### config.mk
export PLATFORM = sky130hd
export DESIGN_NAME = game_dialog_ctrl_flat
export DESIGN_NICKNAME = d
export VERILOG_FILES = /design/src/rtl/game_dialog_ctrl_if.sv /design/src/rtl/game_dialog_ctrl.sv /design/src/flat_wrapper.sv
export SDC_FILE = /design/constraint.sdc
export NUM_CORES = 1
export LEC_CHECK = 0
export BUFFER_PORTS_ARGS = -buffer_cell sky130_fd_sc_hd__buf_2
export CORE_MARGIN = 2
export CORE_UTILIZATION = 25
export CTS_CLUSTER_DIAMETER = 60
export DETAILED_ROUTE_END_ITERATION = 6
export GPL_ROUTABILITY_DRIVEN = 0
export PLACE_DENSITY = 0.44
export SYNTH_ARGS = -nofsm -noshare
export SYNTH_HDL_FRONTEND = slang
export SYNTH_SLANG_ARGS = --single-unit
export TNS_END_PERCENT = 5
### constraint.sdc
create_clock -name clk -period 2.5 [get_ports clk]
set_input_delay 0.25 -clock clk [delete_from_list [all_inputs] [get_ports clk]]
set_output_delay 0.25 -clock clk [all_outputs]
set_load 0.05 [all_outputs]
### src/rtl/game_dialog_ctrl_if.sv
// Bundle of frame/zone/key inputs and overlay/flag outputs shared between
// the game pipeline (master) and the dialog sequencer (slave).
interface game_dialog_ctrl_if;
  logic       frame_tick;
  logic [3:0] current_pix;
  logic [3:0] key;
  logic [2:0] dialog_sel;
  logic [1:0] page;
  logic       dialog_active;
  logic       item;
  logic       item2;
  logic       door;

  modport master (
    output frame_tick, current_pix, key,
    input  dialog_sel, page, dialog_active, item, item2, door
  );

  modport slave (
    input  frame_tick, current_pix, key,
    output dialog_sel, page, dialog_active, item, item2, door
  );
endinterface

### src/rtl/game_dialog_ctrl.sv
// Dialog overlay sequencer: debounces zone entry on frame ticks, pages through
// dialogs, applies the quest-progress flag rules and enforces a close cooldown.
module game_dialog_ctrl #(
  parameter logic [3:0] ENTER_FRAMES = 4'd2,
  parameter logic [3:0] CLOSE_FRAMES = 4'd4,
  parameter logic [1:0] LAST_PAGE    = 2'd3,
  parameter logic [3:0] KEY_ACCEPT   = 4'h1,
  parameter logic [3:0] KEY_NEXT     = 4'h2
) (
  input logic                clk,
  input logic                rst,
  game_dialog_ctrl_if.slave  bus
);

  typedef enum logic [1:0] {IDLE, ARM, SHOW, CLOSE} state_t;

  state_t     state_q, state_d;
  logic [3:0] zone_q, zone_d;
  logic [3:0] deb_q, deb_d;
  logic [3:0] cool_q, cool_d;
  logic       dismissed_q, dismissed_d;
  logic [3:0] key_q;
  logic [2:0] sel_q, sel_d;
  logic [1:0] page_q, page_d;
  logic       active_q, active_d;
  logic       item_q, item_d;
  logic       item2_q, item2_d;
  logic       door_q, door_d;

  logic [2:0] zsel;
  logic       pressAccept;
  logic       pressNext;
  logic [3:0] debNext;
  logic [3:0] coolNext;

  // Dialog a zone would show given the flags as they stand this cycle.
  always_comb begin
    zsel = 3'd0;
    unique case (bus.current_pix)
      4'd2:    zsel = 3'd1;
      4'd3:    zsel = item_q ? 3'd3 : 3'd2;
      4'd4:    zsel = door_q ? 3'd6 : 3'd4;
      4'd6:    zsel = 3'd5;
      default: zsel = 3'd0;
    endcase
  end

  assign pressAccept = (bus.key == KEY_ACCEPT) && (key_q != KEY_ACCEPT);
  assign pressNext   = (bus.key == KEY_NEXT)   && (key_q != KEY_NEXT);

  assign debNext  = (bus.frame_tick && deb_q  != 4'hF) ? deb_q  + 4'd1 : deb_q;
  assign coolNext = (bus.frame_tick && cool_q != 4'hF) ? cool_q + 4'd1 : cool_q;

  always_comb begin
    state_d     = state_q;
    zone_d      = zone_q;
    deb_d       = deb_q;
    cool_d      = cool_q;
    dismissed_d = dismissed_q;
    sel_d       = sel_q;
    page_d      = page_q;
    active_d    = active_q;
    item_d      = item_q;
    item2_d     = item2_q;
    door_d      = door_q;

    unique case (state_q)
      IDLE: begin
        if (zsel == 3'd0) begin
          dismissed_d = 1'b0;
        end else if (!dismissed_q) begin
          state_d = ARM;
          zone_d  = bus.current_pix;
          deb_d   = 4'd0;
        end
      end

      ARM: begin
        if (bus.current_pix != zone_q) begin
          if (zsel != 3'd0) begin
            zone_d = bus.current_pix;
            deb_d  = 4'd0;
          end else begin
            state_d = IDLE;
          end
        end else begin
          deb_d = debNext;
          if (debNext >= ENTER_FRAMES) begin
            state_d  = SHOW;
            sel_d    = zsel;
            page_d   = 2'd0;
            active_d = 1'b1;
          end
        end
      end

      // A dialog_sel switch (flag just changed) takes the cycle; presses then are dropped.
      SHOW: begin
        if (bus.current_pix != zone_q) begin
          state_d  = CLOSE;
          active_d = 1'b0;
          sel_d    = 3'd0;
          page_d   = 2'd0;
          cool_d   = 4'd0;
        end else if (zsel != sel_q) begin
          sel_d  = zsel;
          page_d = 2'd0;
        end else if (pressNext) begin
          if (page_q < LAST_PAGE) begin
            page_d = page_q + 2'd1;
          end else begin
            state_d     = CLOSE;
            active_d    = 1'b0;
            sel_d       = 3'd0;
            page_d      = 2'd0;
            cool_d      = 4'd0;
            dismissed_d = 1'b1;
          end
        end else if (pressAccept) begin
          unique case (sel_q)
            3'd2:    item_d = 1'b1;
            3'd4:    if (item_q) door_d = 1'b1;
            3'd5:    if (item_q) item2_d = 1'b1;
            default: ;
          endcase
        end
      end

      CLOSE: begin
        if (zsel == 3'd0) dismissed_d = 1'b0;
        cool_d = coolNext;
        if (coolNext >= CLOSE_FRAMES) state_d = IDLE;
      end

      default: state_d = IDLE;
    endcase
  end

  always_ff @(posedge clk) begin
    if (!rst) begin
      state_q     <= IDLE;
      zone_q      <= 4'd0;
      deb_q       <= 4'd0;
      cool_q      <= 4'd0;
      dismissed_q <= 1'b0;
      key_q       <= 4'd0;
      sel_q       <= 3'd0;
      page_q      <= 2'd0;
      active_q    <= 1'b0;
      item_q      <= 1'b0;
      item2_q     <= 1'b0;
      door_q      <= 1'b0;
    end else begin
      state_q     <= state_d;
      zone_q      <= zone_d;
      deb_q       <= deb_d;
      cool_q      <= cool_d;
      dismissed_q <= dismissed_d;
      key_q       <= bus.key;
      sel_q       <= sel_d;
      page_q      <= page_d;
      active_q    <= active_d;
      item_q      <= item_d;
      item2_q     <= item2_d;
      door_q      <= door_d;
    end
  end

  assign bus.dialog_sel    = sel_q;
  assign bus.page          = page_q;
  assign bus.dialog_active = active_q;
  assign bus.item          = item_q;
  assign bus.item2         = item2_q;
  assign bus.door          = door_q;

endmodule
### src/flat_wrapper.sv
// flat-port wrapper written by rule: the top's interface ports become plain ports
module game_dialog_ctrl_flat 
#(
  parameter logic [3:0] ENTER_FRAMES = 4'd2,
  parameter logic [3:0] CLOSE_FRAMES = 4'd4,
  parameter logic [1:0] LAST_PAGE    = 2'd3,
  parameter logic [3:0] KEY_ACCEPT   = 4'h1,
  parameter logic [3:0] KEY_NEXT     = 4'h2
)
  (clk, rst, bus_frame_tick, bus_current_pix, bus_key, bus_dialog_sel, bus_page, bus_dialog_active, bus_item, bus_item2, bus_door);
  game_dialog_ctrl_if bus_i ();
  input logic clk;
  input logic rst;
  input wire logic [$bits(bus_i.frame_tick)-1:0] bus_frame_tick;
  input wire logic [$bits(bus_i.current_pix)-1:0] bus_current_pix;
  input wire logic [$bits(bus_i.key)-1:0] bus_key;
  output wire logic [$bits(bus_i.dialog_sel)-1:0] bus_dialog_sel;
  output wire logic [$bits(bus_i.page)-1:0] bus_page;
  output wire logic [$bits(bus_i.dialog_active)-1:0] bus_dialog_active;
  output wire logic [$bits(bus_i.item)-1:0] bus_item;
  output wire logic [$bits(bus_i.item2)-1:0] bus_item2;
  output wire logic [$bits(bus_i.door)-1:0] bus_door;
  assign bus_i.frame_tick = bus_frame_tick;
  assign bus_i.current_pix = bus_current_pix;
  assign bus_i.key = bus_key;
  assign bus_dialog_sel = bus_i.dialog_sel;
  assign bus_page = bus_i.page;
  assign bus_dialog_active = bus_i.dialog_active;
  assign bus_item = bus_i.item;
  assign bus_item2 = bus_i.item2;
  assign bus_door = bus_i.door;
  game_dialog_ctrl #(.ENTER_FRAMES(ENTER_FRAMES), .CLOSE_FRAMES(CLOSE_FRAMES), .LAST_PAGE(LAST_PAGE), .KEY_ACCEPT(KEY_ACCEPT), .KEY_NEXT(KEY_NEXT)) u_core (.clk(clk), .rst(rst), .bus(bus_i));
endmodule
## Word-level counts from Yosys, hierarchy flattened

Index checks and enable logic that the tools add are counted.

| cells by class | value |
|---|---|
| order comparisons | 3 |
| equal/unequal tests | 38 |
| $add $sub $neg | 3 |
| muxes and demuxes | 58 |
| reduce and logical (&&, ||, !) cells | 23 |
| bitwise logic cells | 3 |

Operators with widths:

| operator | count |
|---|---|
| 4-bit 2-to-1 mux | 14 |
| 2-bit 2-to-1 mux | 17 |
| 4-bit case mux with 2 select lines | 3 |
| 3-bit 2-to-1 mux | 6 |
| 6-bit AND reduction | 3 |
| 7-bit AND reduction | 2 |
| 4-bit by 2-bit equality test with 1-bit output (second input constant) | 3 |
| 1-bit 2-to-1 mux | 12 |
| 2-bit by 1-bit != test with 1-bit output (second input constant) | 6 |
| 2-bit != test (second input constant) | 6 |
| 3-bit case mux with 4 select lines | 1 |
| 4-bit AND reduction | 3 |
| 5-bit AND reduction | 2 |
| 4-bit by 1-bit adder with 4-bit output (second input constant) | 2 |
| 4-bit by 3-bit equality test with 1-bit output (second input constant) | 2 |
| 4-bit by 1-bit != test with 1-bit output (second input constant) | 2 |
| 4-bit by 2-bit != test with 1-bit output (second input constant) | 2 |
| 4-bit != test (second input constant) | 2 |
| 2-bit case mux with 4 select lines | 1 |
| 8-bit AND reduction | 1 |
| 2-bit nonzero test | 4 |
| 3-bit equality test (second input constant) | 2 |
| 3-bit by 1-bit != test with 1-bit output (second input constant) | 2 |
| 3-bit by 2-bit != test with 1-bit output (second input constant) | 2 |
| 20 further kinds | 28 |

| word-level totals | value |
|---|---|
| bits of input ports | 11 |
| register bits after elaboration | 28 |
| logic and storage cells | 140 |
| output and inout port bits | 9 |

## Longest topological paths before layout

| depth | value |
|---|---|
| depth in word-level cells | 7 |
| depth in mapped cells | 8 |
| depth with buffers taken out | 8 |

## Least setup slack after synthesis

Ideal clock, no wire load.

| timing path | value |
|---|---|
| path kind | register -> register |
| start point | register u_core.door_q, in the netlist u_core.bus.door |
| end point | register u_core.cool_q[0] |
| period minus slack after synthesis | 2.151 ns |
| library setup time | 0.076 ns |
| stages on the path, launching flop included | 7 |
| arrival | 2.075 ns |
| path buffers | 0 |
| path slack | 0.349 ns |
| required time | 2.424 ns |
| cell sequence | dfxtp_1 -> nand4bb_1 -> a21oi_1 -> xnor2_1 -> a41oi_4 -> or4b_1 -> a31oi_1 |

| on the way | value |
|---|---|
| cells in the longest elaborated chain, start to end | 5 |

Ends and longest elaborated chain:

| item | RTL line | source |
|---|---|---|
| from (decl) | game_dialog_ctrl.sv:28 | `logic door_q, door_d;` |
| from (signal assigned) | game_dialog_ctrl.sv:165 | `door_q <= door_d;` |
| 2-bit 2-to-1 mux | game_dialog_ctrl.sv:42 | `4'd4: zsel = door_q ? 3'd6 : 3'd4;` |
| 3-bit case mux with 4 select lines | game_dialog_ctrl.sv:39 | `unique case (bus.current_pix)` |
| 3-bit != test | game_dialog_ctrl.sv:105 | `end else if (zsel != sel_q) begin` |
| 3-bit by 2-bit != test with 1-bit output (no line) | n/a |  |
| 4-bit AND reduction (no line) | n/a |  |
| to (signal assigned) | game_dialog_ctrl.sv:157 | `cool_q <= cool_d;` |
| to (decl) | game_dialog_ctrl.sv:20 | `logic [3:0] cool_q, cool_d;` |

No other way between the ends.
A chain may end at the register's enable or synchronous reset.

## Final worst setup path

| timing path | value |
|---|---|
| start point | register u_core.door_q, in the netlist u_core.bus.door |
| end point | register u_core.sel_q[2], in the netlist u_core.bus.dialog_sel[2] |

| on the way | value |
|---|---|
| cells in the longest elaborated chain, start to end | 6 |
| elaborated cells between the ends (all ways) | 9 |
| those cells by class | eq/ne (3); mux (5); reduce/logical (1) |

Ends and longest elaborated chain:

| item | RTL line | source |
|---|---|---|
| 2-bit 2-to-1 mux (*) | game_dialog_ctrl.sv:42 |  |
| 3-bit case mux with 4 select lines (*) | game_dialog_ctrl.sv:39 |  |
| 3-bit != test (*) | game_dialog_ctrl.sv:105 |  |
| 3-bit 2-to-1 mux | game_dialog_ctrl.sv:105 |  |
| 3-bit 2-to-1 mux | game_dialog_ctrl.sv:99 | `if (bus.current_pix != zone_q) begin` |
| 3-bit case mux with 2 select lines | game_dialog_ctrl.sv:67 | `unique case (state_q)` |
| to (signal assigned) | game_dialog_ctrl.sv:160 | `sel_q <= sel_d;` |
| to (decl) | game_dialog_ctrl.sv:23 | `logic [2:0] sel_q, sel_d;` |

Every way passes the cells marked *; elsewhere a longest branch is shown, timed or not.

==> metrics.md <==
| Metric | Value |
|---|---|
| Status | `finished, final reports clean` |
| CP max FO | `5` |
| Post-synth top area share | `33.7%` |
| Commonest cells in the netlist | `dfxtp_1, nand2_1, nor2_1` |
| Gate Count Post-Synth | `191` |
| Post-route setup slack | `373 ps` |
| Highest routed layer | `met4` |
| Total Routing Usage GR | `11.3%` |
| R2r setup slk | `370 ps` |
| Diodes inserted | `0` |
| Post-Syn Nets | `209` |
| Met2 routed WL | `1.56 mm` |
| Min Tclk post-route | `2130 ps` |
| Crit start category | `register` |
| Post-synth EDFFs | `0` |
| Max Cap Viol | `0` |
| FFs w/ async S/R, synth | `0%` |
| Count leader, synth | `dfxtp_1` |
| Routed WL per cell | `13.2 um` |
| DR pass1 iterations | `4` |
| Post-CTS Setup Bufs | `0` |
| DPL Wire Length | `2.92 mm` |
| Worst min path class | `in2reg` |
| Data arrival time of the worst path | `2350 ps` |
| Deepest clock path buffer count | `2` |
| Root buf cell | `clkbuf_8` |
| Reg power frac | `47.2%` |
| CTS sink count | `28` |
| Area Growth Syn to Fin | `16.9%` |
| Clock Skew | `2.52 ps` |
| Clk pin slew, worst setup/hold paths | `100 ps` |
| Post-synth top area cell | `dfxtp_1` |
| Worst slack, placed | `251 ps` |
| Slew margin rel. | `59.8%` |
| Fillers | `708` |
| Hold buffer count at cts | `0` |
| Layout cell share with drive strength beyond 1 | `16.8%` |
| Vias in the first global route | `1,398` |
| Total Neg Setup Slack | `0 ps` |
| Max-slew violation count | `0` |
| Core Area | `0.00639 mm2` |
| Final hold slack | `187 ps` |
| Avg Cell Area, Syn | `8.71 um2` |
| Drt total wl | `3.85 mm` |
| Crit path required time | `2720 ps` |
| Drt first-iter violations | `38` |
| Worst-Margin Slew | `596 ps` |
| Layout Utilization | `30.5%` |
| Nets | `233` |
| Leading register cell type out of synthesis | `dfxtp_1` |
| Register area share after synthesis | `33.7%` |
| Via count | `1,452` |
| Top cells by area, synth | `dfxtp_1, mux2i_1, ha_1, nand2_1, nor2_1` |
| Cell-internal power | `732 uW` |
| YS warnings | `0` |
| Reg area | `561 um2` |
| Fmax | `0.470 GHz` |
| Die width | `85.6 um` |
| Final hold vios | `0` |
| CTS tree | `built` |
| Power per standard cell area | `508 mW/mm2` |
| Pin count of the biggest net entering global routing | `27` |
| Initial Util | `26.1%` |
| Leak | `0.000751 uW` |
| Netlist Area Pre-Place | `0.00166 mm2` |
| Worst skew pair latency | `280 ps` |
| DIE AREA | `0.00732 mm2` |
| Switching pwr | `256 uW` |
| M1 wire length | `2.04 mm` |
| Crit. End Element | `register` |
| FP Rows | `29` |
| Clock power share | `37.6%` |
| IO buf count | `19` |
| Antenna viol nets, final | `0` |
| Ports | `20` |
| Met3 wire len | `183 um` |
| Synth unique cells | `50` |
| Initial antenna violation count | `0` |
| Deepest level of the CTS H-tree | `1` |
| Congestion Overflow GR | `0` |
| Die Span Y | `85.6 um` |
| Critical path class | `reg2reg` |
| DRC viols | `0` |
| Final total power | `989 uW` |
| Footprint of the multi-input gates | `0.00105 mm2` |
| Worst vdd ir | `227 uV` |
| RSZ-0062 raised after global routing | `no` |
| Final setup viols | `0` |
| Post-CTS Resized | `0` |
| TritonCTS Buffers | `3` |
| DR vias/cell | `4.99` |
| Fin crit share | `85.1%` |
| Logic pwr share | `15.2%` |
| First-pass GRT wire length | `6.67 mm` |
| Net Sw Frac | `25.9%` |
| Number of synthesized register bits | `28` |
-- registers in the layout, indices dropped and copies added, names as in the netlist, named ones only --
name / flops
u_core.bus.dialog_active: 1
u_core.bus.page: 2
u_core.deb_q: 4
u_core.bus.door: 1
u_core.state_q: 1
u_core.key_q: 4
u_core.bus.item: 1
u_core.bus.item2: 1
u_core.dismissed_q: 1
u_core.zone_q: 4
u_core.bus.dialog_sel: 3
u_core.cool_q: 4
-- cells by family (layout without fill, tap and decap cells) --
kind of cell,after synthesis,after routing,share of synthesized area (%)
multiplexers,11,11,6.62
buffers and inverters,13,36,2.93
flip-flops,28,28,33.7
XOR/XNOR,8,8,4.21
AO/OA/AOI/OAI,47,47,21.9
adder cells (fa/ha/maj),7,7,5.26
AND/OR/NAND/NOR,77,77,25.4
-- metrics by stage --
step,cell area [um2],instances
after global routing,1950,291
final,1950,291
after floorplan,1660,191
after CTS,1950,291
after detailed placement,1870,287
after global placement,1870,287
-- area by class of cell --
class,count,area share (%)
clock inverter,1,1.54
timing repair buffer,24,6.82
sequential,28,28.8
clock buffer,3,2.12
multi-input combinational,150,54.2
tap,77,4.95
inverter,8,1.54
-- layout by cell type (no fill, tap or decap), types with 7 or more instances in the layout --
cell / n
nor2_1: 16
mux2i_1: 11
o21ai_0: 7
a21oi_1: 7
ha_1: 7
buf_2: 19
inv_1: 7
nand2_1: 22
dfxtp_1: 28
-- worst max-delay path: stages, from the launching register on --
cell and delay, ps:
dfxtp_1 370, nand4bb_1 110, a21oi_1 280, xnor2_1 260, nand4b_1 300, o211ai_1 510
mux2i_1 240
-- worst paths after layout --
kind                                                 end  depth (start not counted)              from
worst max register to register  u_core.bus.dialog_sel[2]                          6   u_core.bus.door
worst max-delay path            u_core.bus.dialog_sel[2]                          6   u_core.bus.door
worst min-delay path                     u_core.key_q[2]                          2        bus_key[2]
worst min register to register          u_core.zone_q[3]                          2  u_core.zone_q[3]
-- per-layer routing --
layer	track usage (%)	up-vias
li1	-	747
met1	16.3	670
met2	16.5	30
met3	2.02	5
met4	4.76	0
met5	0	-
-- power by group through the flow --
stage | Sequential, uW | Clock, uW | Combinational (uW)
after floorplan | 480 | 0 | 104
after global placement | 477 | 0 | 153
after detailed placement | 477 | 0 | 150
after CTS | 467 | 387 | 151
after global routing | 470 | 399 | 168
final | 467 | 372 | 150
Note: power is estimated with default switching activity, not from simulation.
